File: config.mk
export PLATFORM = sky130hd
export DESIGN_NAME = dds_wave_gen
export DESIGN_NICKNAME = d
export VERILOG_FILES = /design/src/rtl/dds_wave_gen_pkg.sv /design/src/rtl/dds_wave_gen_quarter_rom.sv /design/src/rtl/dds_wave_gen.sv
export SDC_FILE = /design/constraint.sdc
export NUM_CORES = 1
export LEC_CHECK = 0
export CAP_MARGIN = 30
export CORE_AREA = 2 2 158 160
export CTS_CLUSTER_DIAMETER = 80
export DETAILED_ROUTE_END_ITERATION = 8
export DIE_AREA = 0 0 160 162
export PLACE_DENSITY_LB_ADDON = 0.05
export SETUP_SLACK_MARGIN = 0.1
export SLEW_MARGIN = 30
export SYNTH_ARGS = -nofsm -noshare
export SYNTH_HDL_FRONTEND = slang
export SYNTH_SLANG_ARGS = --single-unit
File: constraint.sdc
create_clock -name clk -period 4.85 [get_ports clk]
set_input_delay 0.97 -clock clk [delete_from_list [all_inputs] [get_ports clk]]
set_output_delay 0.97 -clock clk [all_outputs]
set_load 0.02 [all_outputs]
File: src/rtl/dds_wave_gen_pkg.sv
// Shared definitions for the DDS waveform generator.
//   dds_mode_e  : waveform select encoding (sine, square, triangle, sawtooth)
//   DDS_LAT     : cycles from an accepted en to the matching wave_o/valid_o
//   sine_entry  : elaboration-time quarter-wave sine value, round(amp*sin(k*pi/(2N)))
package dds_wave_gen_pkg;

    typedef enum logic [1:0] {
        MODE_SINE   = 2'd0,
        MODE_SQUARE = 2'd1,
        MODE_TRI    = 2'd2,
        MODE_SAW    = 2'd3
    } dds_mode_e;

    localparam int DDS_LAT = 2;

    // Fixed-point (2^30 scale) Taylor series for sin(x), x in [0, pi/2].
    // Only ever evaluated on constants, so it folds into ROM contents.
    function automatic int sine_entry(input int k, input int qtr_aw, input int amp);
        longint x;
        longint term;
        longint sum;
        x    = (longint'(k) * 64'sd3373259426) >>> (qtr_aw + 1);
        term = x;
        sum  = x;
        for (int n = 1; n <= 10; n++) begin
            term = -((((term * x) >>> 30) * x) >>> 30) / longint'((2 * n) * (2 * n + 1));
            sum  = sum + term;
        end
        return int'((longint'(amp) * sum + (64'sd1 <<< 29)) >>> 30);
    endfunction

endpackage

File: src/rtl/dds_wave_gen_quarter_rom.sv
// Quarter-wave sine table with a registered read port.
//   clk  : clock
//   addr : table index 0..2^QTR_AW (N+1 entries, both end points stored)
//   data : table value, valid one cycle after addr
// Table contents are computed from QTR_AW and AMP at elaboration; an external
// table file is not supported by this implementation and is rejected.
module dds_quarter_rom #(
    parameter int    QTR_AW   = 4,
    parameter int    AMP      = 1000,
    parameter string ROM_FILE = ""
) (
    input  logic                       clk,
    input  logic [QTR_AW:0]            addr,
    output logic [$clog2(AMP+1)-1:0]   data
);
    import dds_wave_gen_pkg::*;

    localparam int N  = 1 << QTR_AW;
    localparam int DW = $clog2(AMP + 1);

    logic [DW-1:0] rom_table [0:N];

    generate
        for (genvar gi = 0; gi <= N; gi++) begin : g_rom
            assign rom_table[gi] = DW'(sine_entry(gi, QTR_AW, AMP));
        end
        if (ROM_FILE != "") begin : g_no_file
            $error("dds_quarter_rom: external table files are not supported");
        end
    endgenerate

    always_ff @(posedge clk) begin
        data <= rom_table[addr];
    end

endmodule

File: src/rtl/dds_wave_gen.sv
// Direct-digital-synthesis waveform generator.
//   clk, rst      : clock, synchronous active-high reset
//   en            : advance the phase accumulator and launch one sample
//   sync          : force phase to 0, launches no sample (wins over en)
//   load          : capture ftw_in/poff_in/mode_in into the shadow config
//   ftw_in        : frequency tuning word
//   poff_in       : phase offset
//   mode_in       : 0 sine, 1 square, 2 triangle, 3 sawtooth
//   wave_o        : unsigned sample, 0..2*AMP, midscale AMP
//   valid_o       : wave_o holds a new sample (en delayed by DDS_LAT cycles)
//   pending_o     : shadow config is waiting for a wrap/sync to be applied
module dds_wave_gen #(
    parameter int    PHASE_W  = 16,
    parameter int    QTR_AW   = 4,
    parameter int    AMP      = 1000,
    parameter int    OUT_W    = 16,
    parameter string ROM_FILE = ""
) (
    input  logic               clk,
    input  logic               rst,
    input  logic               en,
    input  logic               sync,
    input  logic               load,
    input  logic [PHASE_W-1:0] ftw_in,
    input  logic [PHASE_W-1:0] poff_in,
    input  logic [1:0]         mode_in,
    output logic [OUT_W-1:0]   wave_o,
    output logic               valid_o,
    output logic               pending_o
);
    import dds_wave_gen_pkg::*;

    localparam int TW = QTR_AW + 2;                  // phase bits used per sample
    localparam int N  = 1 << QTR_AW;
    localparam int F  = 4 * N;
    localparam int DW = $clog2(AMP + 1);
    localparam int MW = $clog2(2 * AMP + 1) + TW;    // room for 2*AMP*t

    // Configuration and accumulator state
    logic [PHASE_W-1:0] acc_reg;
    logic [PHASE_W-1:0] ftw_a_reg, poff_a_reg;
    dds_mode_e          mode_a_reg;
    logic [PHASE_W-1:0] ftw_s_reg, poff_s_reg;
    dds_mode_e          mode_s_reg;
    logic               pending_reg;

    logic [PHASE_W:0]   acc_sum;
    logic               wrap, apply, launch;
    logic [PHASE_W-1:0] phase;
    logic [TW-1:0]      t_cur;
    logic [QTR_AW:0]    rom_addr;

    assign acc_sum = {1'b0, acc_reg} + {1'b0, ftw_a_reg};
    assign wrap    = en & acc_sum[PHASE_W];
    // A zero tuning word never wraps, so pending config is taken at once.
    assign apply   = wrap | sync | (ftw_a_reg == '0);
    assign launch  = en & ~sync;

    assign phase = acc_reg + poff_a_reg;
    assign t_cur = phase[PHASE_W-1 -: TW];
    // Odd quadrants walk the quarter table backwards.
    assign rom_addr = t_cur[QTR_AW] ? ((QTR_AW+1)'(N) - {1'b0, t_cur[QTR_AW-1:0]})
                                    : {1'b0, t_cur[QTR_AW-1:0]};

    always_ff @(posedge clk) begin
        if (rst) begin
            acc_reg     <= '0;
            ftw_a_reg   <= '0;
            poff_a_reg  <= '0;
            mode_a_reg  <= MODE_SINE;
            ftw_s_reg   <= '0;
            poff_s_reg  <= '0;
            mode_s_reg  <= MODE_SINE;
            pending_reg <= 1'b0;
        end else begin
            if (sync)
                acc_reg <= '0;
            else if (en)
                acc_reg <= acc_sum[PHASE_W-1:0];

            if (load) begin
                ftw_s_reg  <= ftw_in;
                poff_s_reg <= poff_in;
                mode_s_reg <= dds_mode_e'(mode_in);
            end

            if (load && apply) begin
                ftw_a_reg   <= ftw_in;
                poff_a_reg  <= poff_in;
                mode_a_reg  <= dds_mode_e'(mode_in);
                pending_reg <= 1'b0;
            end else if (load) begin
                pending_reg <= 1'b1;
            end else if (apply && pending_reg) begin
                ftw_a_reg   <= ftw_s_reg;
                poff_a_reg  <= poff_s_reg;
                mode_a_reg  <= mode_s_reg;
                pending_reg <= 1'b0;
            end
        end
    end

    // Stage 1: phase index, mode, ROM read
    logic [TW-1:0]      t1_reg;
    dds_mode_e          mode1_reg;
    logic [DW-1:0]      rom_data;
    logic [DDS_LAT-1:0] vld_pipe_reg;

    dds_quarter_rom #(
        .QTR_AW   (QTR_AW),
        .AMP      (AMP),
        .ROM_FILE (ROM_FILE)
    ) u_rom (
        .clk  (clk),
        .addr (rom_addr),
        .data (rom_data)
    );

    // Stage 2: reconstruction and mode mux
    logic [OUT_W-1:0] wave_reg, wave_next;
    logic [TW-1:0]    tri_u;
    logic [MW-1:0]    saw_prod, tri_prod;

    always_comb begin
        wave_next = '0;
        // Above the half point the triangle descends: F - t, done modulo 2^TW.
        tri_u     = (t1_reg <= TW'(F / 2)) ? t1_reg : (TW'(0) - t1_reg);
        saw_prod  = (MW'(2 * AMP) * MW'(t1_reg)) >> TW;
        tri_prod  = (MW'(2 * AMP) * MW'(tri_u)) >> (QTR_AW + 1);
        case (mode1_reg)
            MODE_SINE:   wave_next = t1_reg[TW-1] ? (OUT_W'(AMP) - OUT_W'(rom_data))
                                                  : (OUT_W'(AMP) + OUT_W'(rom_data));
            MODE_SQUARE: wave_next = (t1_reg < TW'(F / 2)) ? OUT_W'(2 * AMP) : '0;
            MODE_TRI:    wave_next = OUT_W'(tri_prod);
            MODE_SAW:    wave_next = OUT_W'(saw_prod);
            default:     wave_next = '0;
        endcase
    end

    always_ff @(posedge clk) begin
        if (rst) begin
            t1_reg       <= '0;
            mode1_reg    <= MODE_SINE;
            vld_pipe_reg <= '0;
            wave_reg     <= '0;
        end else begin
            vld_pipe_reg <= {vld_pipe_reg[DDS_LAT-2:0], launch};
            if (launch) begin
                t1_reg    <= t_cur;
                mode1_reg <= mode_a_reg;
            end
            if (vld_pipe_reg[0])
                wave_reg <= wave_next;
        end
    end

    assign wave_o    = wave_reg;
    assign valid_o   = vld_pipe_reg[DDS_LAT-1];
    assign pending_o = pending_reg;

endmodule
### Word-level counts from Yosys, hierarchy flattened

Memories as Yosys holds them, arrays and structs flattened. A register that Yosys moved wholly into a read port is not among the register bits.
Index checks and enable logic that the tools add are counted.
Widths: inputs -> output; s select.

* $add $sub $neg: 6
* multipliers: 2
* magnitude comparators: 2
* eq/ne operators: 4
* mux-type cells: 16
* bitwise operators: 6
* reductions and logical operators: 9

Operators by type and width (number)
* $mux 16: 7
* $pmux 16 s4: 1
* $mul 7x6->13 const A: 2
* $add 16x16->17: 1
* $add 16x16->16: 1
* $logic_not 16->1: 1
* $add 10x10->11 const A: 1
* $mux 11: 1
* $sub 10x10->11 const A: 1
* $le 6x6->1 const B: 1
* $lt 6x6->1 const B: 1
* $mux 2: 3
* $mux 6: 1
* $not 5->6: 1
* $sub 1x6->6 const A: 1
* $mux 5: 1
* $sub 5x4->5 const A: 1
* $eq 2x2->1 const B: 2
* $reduce_bool 2->1: 2
* $reduce_or 2->1: 2
* $and 1x1->1: 2
* $eq 2x1->1 const B: 1
* $logic_and 1x1->1: 2
* $logic_not 2->1: 1
* other kinds (5): 7

* register bits after elaboration: 111
* bits in read-only memories: 320
* bits of input ports: 39
* output and inout bits: 18
* logic and storage cells: 58
* memories: 1

Memories
* (name not given): words 32, width 10, read ports 1, clocked after memory_dff 1, wr ports 0, RTL line dds_wave_gen_quarter_rom.sv:33 `data <= rom_table[addr];`

### Logic depth before layout (Yosys ltp)

Gate-level depths: netlist of the first run.

* word-level depth: 8
* depth in mapped cells: 22
* depth with buffers taken out: 22

### Modules after synthesis

A second synthesis of the first run with hierarchy kept.

* cell total of the unflattened synthesis: 901
* area total of the unflattened synthesis: 8127.8 µm²

Modules (own cells, without submodules)
* dds_wave_gen: instances 1, cells an instance 835, area each 7504.7 µm², sequential area each 2162.1 µm²
* dds_quarter_rom: instances 1, cells an instance 66, area each 623.1 µm², sequential area each 200.2 µm²

### Worst setup path before layout of the first run

No wires, ideal clock.

* path type: register to register
* start point: reg t1_reg[5]
* end point: reg wave_reg[11], in the netlist wave_o[11]
* library setup time: 0.086 ns
* arrival time: 4.734 ns
* required time: 4.764 ns
* setup slack: 0.030 ns
* stages on the path, launching flop included: 21
* buffers on the path: 2
* period minus slack after synthesis: 4.820 ns
* cell sequence: dfxtp_1 > clkbuf_1 > clkbuf_1 > nand2b_1 > xnor2_1 > inv_1 > fa_1 > inv_1 > fa_1 > fa_1 > inv_1 > ha_1 > nor2b_1 > o21ai_0 > a21boi_0 > o21ai_0 > a21oi_1 > o21a_1 > nor3_1 > o21ai_0 > a211oi_1

* cells in the longest elaborated chain, start to end: 4
* elaborated cells on any way between the ends: 6
* classes of those cells: add/sub (1); mul (1); order compare (1); mux (3)

RTL lines
* start: declaration: RTL line dds_wave_gen.sv:104 `logic [TW-1:0] t1_reg;`
* start signal: assignment: RTL line dds_wave_gen.sv:149 `t1_reg <= t_cur;`
* $sub 1x6->6 / $le 6x6->1 (equally long branches): RTL line dds_wave_gen.sv:127 `tri_u = (t1_reg <= TW'(F / 2)) ? t1_reg : (TW'(0) - t1_reg);`
* $mux 6: RTL line dds_wave_gen.sv:127
* $mul 7x6->13: RTL line dds_wave_gen.sv:129 `tri_prod = (MW'(2 * AMP) * MW'(tri_u)) >> (QTR_AW + 1);`
* $pmux 16 s4 (*): RTL line dds_wave_gen.sv:130 `case (mode1_reg)`
* end signal: assignment: RTL line dds_wave_gen.sv:153 `wave_reg <= wave_next;`
* end: declaration: RTL line dds_wave_gen.sv:120 `logic [OUT_W-1:0] wave_reg, wave_next;`

Every way passes the cells marked *; elsewhere a longest branch is shown, timed or not.
A chain may end at the register's enable or synchronous reset.

### Worst setup path in the final report of the first run

* start point: reg t1_reg[4]
* end point: reg wave_reg[11], in the netlist wave_o[11]

* cells in the longest elaborated chain, start to end: 4
* elaborated cells on any way between the ends: 5
* classes of those cells: add/sub (1); mul (1); order compare (1); mux (2)

RTL lines (RTL line)
* $sub 1x6->6 / $le 6x6->1 (equally long branches): dds_wave_gen.sv:127
* $mux 6 (*): dds_wave_gen.sv:127
* $mul 7x6->13 (*): dds_wave_gen.sv:129
* $pmux 16 s4 (*): dds_wave_gen.sv:130

Marked as above.

==> flow_summary_export.csv, run 1 <==
group,metric,value,unit
power,ir_worst_vdd,0.0001877,V
logic_synthesis,synth_area,8389,um2
logic_synthesis,synthXorXnorAreaFrac,0.04265,
setup_path,reg2reg_to,"wave_o[11]",
drt,dr.first_iter.drc_count,277,
layout,antenna_cells,0,
power,power,2.962,mW
sta,fin_tns_setup,0,ps
sta,final-hold-violation-count,0,
setup_path,crit_required,5170,ps
logic_synthesis,synth_warnings,0,
placement,port_buffers,56,
clocking,cts_hold_buf,0,
sta,max_freq,224.5,MHz
job,drv_cap,0,
drt,antenna_left,0,
power,clkPwrFrac,0.399,
power,power_frac_seq,0.375,
global_route,track_usage,0.1627,
setup_path,cp-start-kind,"flip-flop",
power,p_sw_frac,0.3066,
sta,post-route-min-period,4454,ps
global_route,grt_first_pass_wirelength,33.44,mm
clocking,cts_tree,"done",
die,dieArea,25920,um2
hold_path,worstHoldEndpoint,"mode1_reg[1]",
logic_synthesis,avgSynthCellArea,8.906,um2
hold_path,hp-start,"mode_a_reg[1]",
logic_synthesis,synth_simple_gate_area_frac,0.1457,
setup_path,r2r_start,"t1_reg[4]",
logic_synthesis,ys_async_sr_fraction,0,
setup_path,reg2reg_depth,20,
clocking,cts_buffers,17,
logic_synthesis,synth-compound-area-share,0.1645,
die,initial_core_util,0.3480,
die,design.core.area,24110,um2
drt,wirelength,20.29,mm
hold_path,whs_path_depth,2,
drt,wire_per_inst,15.22,um
clocking,ctsHtreeMaxLevel,4,
drt,dr.pass1.iters,5,
layout,multi_input_area,5479,um2
clocking,clk_path_buf_depth,2,
logic_synthesis,syn_inst,942,
clocking,clkSinkCount,118,
clocking,root_buffer,"clkbuf_16",
sta,max_slew.worst_pin.slew,776.1,ps
power,pwr-share-comb,0.226,
sta,clock_skew,22.99,ps
clocking,worst_skew_pair.late_latency,420,ps
drt,drc_errors,0,
placement,place_congestion,0.7701,
logic_synthesis,synth_nets,1094,
global_route,grt_start_max_net_pins,53,
sta,setup-violations-final,0,
layout,drive_above_1_share,0.1011,
die,ios,57,
logic_synthesis,yosysUniqueCellTypes,80,
clocking,clk_pin_slew_worst_paths,60,ps
setup_path,cp.arrival,4770,ps
logic_synthesis,synth_edf_count,0,
layout,regArea,2362,um2
power,power_switching,908.0,uW
setup_path,cp-end-kind,"flip-flop",
layout,fillers,2502,
drt,dr_total_vias,6452,
power,power_density,299.4,nW/um2
logic_synthesis,synth_top_family_by_area,"adder cells",
drt,avgViaCountPerCell,4.840,
logic_synthesis,synth-seq-cells,118,
logic_synthesis,synth_adder_area_share,0.1927,
global_route,grt_pass1_vias,6454,
sta,finalCritPeriodShare,0.9184,
layout,nNetsFinal,1149,
sta,rsz0062_at_grt,"yes",
logic_synthesis,synthMuxAreaShare,0.1016,
run_status,status,"finished, final reports clean",
die,die_x,160,um
sta,maxSlewHeadroom,0.4795,
placement,hpwl,15.66,mm
layout,area_delta_synth_final,17.91,%
setup_path,rrSetupSlack,400,ps
sta,report.final.slew_viol_count,0,
die,rows,57,
power,p_int,2.054,mW
hold_path,hp-class,"flip-flop to flip-flop",
setup_path,critPathMaxFanout,4,
die,die-height,162,um
power,leakage,4.474,nW
global_route,globalRoute.totalOverflow,0,
logic_synthesis,ys_seq_area_frac,0.2816,
logic_synthesis,synthFlopType,"dfxtp_1",
global_route,antenna_found_initial,0,
setup_path,crit_type,"flip-flop to flip-flop",
==> worst max path at each step <==
stage	startpoint	end	slack [ps]	depth (start not counted)
detailed placement	t1_reg[0]	wave_o[11]	150	20
finish	t1_reg[4]	wave_o[11]	400	20
floorplan	t1_reg[5]	wave_o[11]	100	20
CTS	t1_reg[0]	wave_o[11]	130	20
global placement	t1_reg[0]	wave_o[11]	230	20
global route	t1_reg[2]	wave_o[11]	80	18
==> worst max-delay path: stages (launching register included) <==
cell and delay, ps:
dfxtp_1 320, inv_1 60, ha_1 230, nand3_2 110, a21oi_1 70, a31o_2 250
fa_1 550, inv_1 70, fa_1 490, fa_1 510, inv_1 70, ha_4 250
nor2b_1 130, o21ai_1 170, a21boi_1 110, o21ai_1 210, a21oi_2 90, o21a_1 190
nor3_1 150, o21ai_0 100, a211oi_1 220
==> per-stage QoR <==
stage | std cells | setup slack (ps) | hold slack [ps] | util | cell area (um2)
global placement | 1299 | 232.7 | 445.6 | 0.3845 | 9268
global route | 1333 | 80.33 | 481.4 | 0.4104 | 9892
finish | 1333 | 395.8 | 461.2 | 0.4104 | 9892
CTS | 1330 | 134.3 | 464.2 | 0.4072 | 9816
floorplan | 942 | 101.7 | 427.4 | - | 8391
detailed placement | 1299 | 147.0 | 454.7 | 0.3845 | 9268
==> kinds of logic after synthesis <==
kind of cell | count (synthesis)
xor+xnor | 40
mux | 81
buf+inv | 141
fa+ha+maj | 113
simple gates | 250
flops | 118
compound gates | 199
==> synth_stat cells (all sizes together) (9+ instances only) <==
master    n  area (um2)
dfxtp   118        2362
nor2     97       364.1
inv      96       360.4
ha       86        1076
a21oi    67       350.3
mux2i    48       480.5
nand2    37       138.9
nor2b    35       221.5
mux2     33       371.6
o21ai    32       171.4
xnor2    31       279.0
clkbuf   27       121.4
fa       27       540.5
nor3     19       95.09
o21a     18       135.1
buf      16       108.9
nand3    14       70.07
a211oi   10       80.07
o22ai    10       62.56
xor2      9       78.83
==> layout make-up <==
type / count / share of cell area
multi-input cells: 683 / 0.5539
clock inverters: 12 / 0.01062
repair buffers: 79 / 0.07374
inverters: 98 / 0.03719
well taps: 324 / 0.04098
clock buffers: 19 / 0.04478
flip-flops and latches: 118 / 0.2388
==> cells in the final DEF (no fill, tap or decap), types with 4 or more instances in the layout <==
master             n
a21oi_1           63
o21ai_1            6
o31ai_1            6
nor2_1            97
o21ai_0           23
mux2i_1           48
ha_1              84
clkinvlp_4         5
nor3_1            19
nand4_1            7
or3_1              4
inv_1             93
a221oi_1           6
dfxtp_1          118
clkbuf_16         17
xor2_1             9
xnor2_2            4
mux2_1            22
xnor2_1           27
nor4_1             7
a211oi_1           9
clkinv_2           4
clkdlybuf4s50_1   54
a21o_1             7
o21a_1            18
nand2_1           37
nand3_1           13
nand2b_1           7
o22ai_1           10
buf_4             23
mux2_2            11
o21bai_1           8
o211ai_1           5
nor2b_1           34
fa_1              27
==> what timing repair did <==
action                     4_1_cts  5_1_grt
buffers inserted                 0        3
hold endpoints to repair         0        0
resized for setup                0       15
setup endpoints to repair        0        4
==> routing by layer <==
metal | GRT usage | share of wire | up-vias
met3 | 0.02860 | 0.027 | 14
met2 | 0.2961 | 0.50 | 80
li1 | - | - | 3373
met4 | 0.04627 | 0.013 | 0
met1 | 0.1971 | 0.46 | 2985
met5 | 0 | 0 | -
==> power groups by stage <==
stage / clock, mW / sequential [mW] / combinational, mW
after floorplan: 0 / 1.12 / 0.490
after global placement: 0 / 1.13 / 0.670
after detailed placement: 0 / 1.13 / 0.666
after CTS: 1.21 / 1.11 / 0.672
after global routing: 1.26 / 1.12 / 0.762
final: 1.18 / 1.11 / 0.668
(Power assumes the default switching activity.)
==> run 2: changes to the inputs <==
clock period = 3.8 ns   (was 4.85 ns; I/O delays follow)
==> flow_summary_export.csv, run 2 (synthesized netlist as in run 1, its figures left out) <==
group,metric,value,unit
layout,multi_input_area,5854,um2
layout,post-route-util,0.4475,
sta,final-hold-violation-count,0,
setup_path,critPathMaxFanout,4,
power,clkPwrFrac,0.402,
power,power_switching,1.218,mW
global_route,grt_first_pass_wirelength,34.78,mm
layout,final_common_cell,"dfxtp_1",
sta,report.final.slew_viol_count,0,
sta,maxSlewHeadroom,0.5672,
drt,avgViaCountPerCell,4.804,
layout,regArea,2380,um2
power,power_density,371.6,nW/um2
global_route,grt_start_max_net_pins,56,
placement,place_congestion,0.7611,
setup_path,cp-start-kind,"flip-flop",
die,initial_core_util,0.3480,
setup_path,crit_type,"flip-flop to flip-flop",
run_status,status,"finished, violations left",
job,drv_cap,0,
sta,rsz0062_at_grt,"yes",
layout,final_cell_mix,"112 x dfxtp_1, 96 x nor2_1, 78 x inv_1",
global_route,grt_pass1_vias,6716,
die,rows,57,
die,die_x,160,um
setup_path,cp-end-kind,"flip-flop",
sta,setup-violations-final,6,
die,die-height,162,um
sta,finalCritPeriodShare,1.089,
clocking,cts_tree,"done",
clocking,clk_path_buf_depth,2,
clocking,root_buffer,"clkbuf_16",
drt,antenna_left,0,
power,p_int,2.790,mW
drt,wire_per_inst,15.21,um
die,design.core.area,24110,um2
placement,pre_cts_slack,-476.9,ps
power,power,4.008,mW
sta,holdWs,448.5,ps
die,dieArea,25920,um2
global_route,globalRoute.totalOverflow,0,
power,pwr-share-comb,0.245,
layout,antenna_cells,0,
run_status,violations,"negative setup slack",
power,p_sw_frac,0.3039,
sta,fin_tns_setup,-1120,ps
setup_path,cp.arrival,4470,ps
drt,wirelength,21.15,mm
clocking,cts_hold_buf,0,
layout,nNetsFinal,1206,
power,power_frac_seq,0.353,
clocking,clk_pin_slew_worst_paths,60,ps
hold_path,hp-class,"flip-flop to flip-flop",
layout,drive_above_1_share,0.2193,
power,leakage,4.856,nW
power,ir_worst_vdd,0.0002651,V
drt,dr.pass1.iters,4,
clocking,cts_buffers,17,
sta,setup_ws,-337.2,ps
die,ios,57,
sta,clock_skew,13.06,ps
sta,post-route-min-period,4137,ps
clocking,worst_skew_pair.late_latency,420,ps
sta,max_freq,241.7,MHz
sta,max_slew.worst_pin.slew,649.3,ps
placement,port_buffers,56,
layout,fillers,2461,
clocking,ctsHtreeMaxLevel,4,
clocking,clkSinkCount,118,
layout,area_delta_synth_final,28.59,%
placement,hpwl,15.89,mm
setup_path,rrSetupSlack,-340,ps
global_route,antenna_found_initial,0,
drt,drc_errors,0,
drt,dr_total_vias,6682,
global_route,track_usage,0.1675,
drt,dr.first_iter.drc_count,255,
setup_path,crit_required,4130,ps
[run 2: timing repair]
item	4_1_cts	5_1_grt
resized for setup	48	40
hold endpoints to repair	0	0
setup endpoints to repair	8	8
setup buffers	7	8
pin swaps	54	40
[run 2: through the flow]
stage	cell area, um2	cells
after CTS	10540	1384
after floorplan	8496	942
after global routing	10790	1391
final	10790	1391
after global placement	9712	1345
after detailed placement	9712	1345
[run 2: path summary, 6_finish.rpt]
path / startpoint / endpoint / depth (start not counted)
worst max-delay path: t1_reg[1] / wave_o[11] / 20
worst min register to register: mode_a_reg[1] / mode1_reg[1] / 2
worst min-delay path: mode_a_reg[1] / mode1_reg[1] / 2
worst max register to register: t1_reg[1] / wave_o[11] / 20
[run 2: per-layer routing]
metal | vias to the layer above | part of all wire | GRT usage
met4 | 0 | 0.013 | 0.04259
met2 | 59 | 0.51 | 0.3099
li1 | 3479 | - | -
met5 | - | 0 | 0
met1 | 3128 | 0.46 | 0.2033
met3 | 16 | 0.017 | 0.02528
[run 2: final cells by class]
cell class,instances,share of cell area
Clock buffer,20,0.04233
Clock inverter,12,0.01160
Timing Repair Buffer,136,0.1102
Multi-Input combinational cell,683,0.5427
Sequential cell,118,0.2206
Inverter,98,0.03503
Tap cell,324,0.03758
[run 2: power groups by stage]
stage | combinational, mW | clock [mW] | sequential [mW]
floorplan | 0.636 | 0 | 1.43
global placement | 0.916 | 0 | 1.44
detailed placement | 0.916 | 0 | 1.44
CTS | 0.959 | 1.64 | 1.42
global route | 1.11 | 1.69 | 1.43
finish | 0.983 | 1.61 | 1.42
[run 2: worst max-delay path, cell delays in order (launching register included)]
cell	delay, ps
dfxtp_2	350
inv_4	50
ha_4	170
nand3_4	80
buf_6	110
nand3_4	90
xnor2_4	220
buf_4	150
inv_1	40
fa_2	360
fa_1	510
fa_1	540
inv_1	60
ha_4	250
a21boi_2	160
o21ai_2	170
a21oi_2	80
o21a_1	200
nor3_2	180
o21ai_2	90
a211oi_2	200
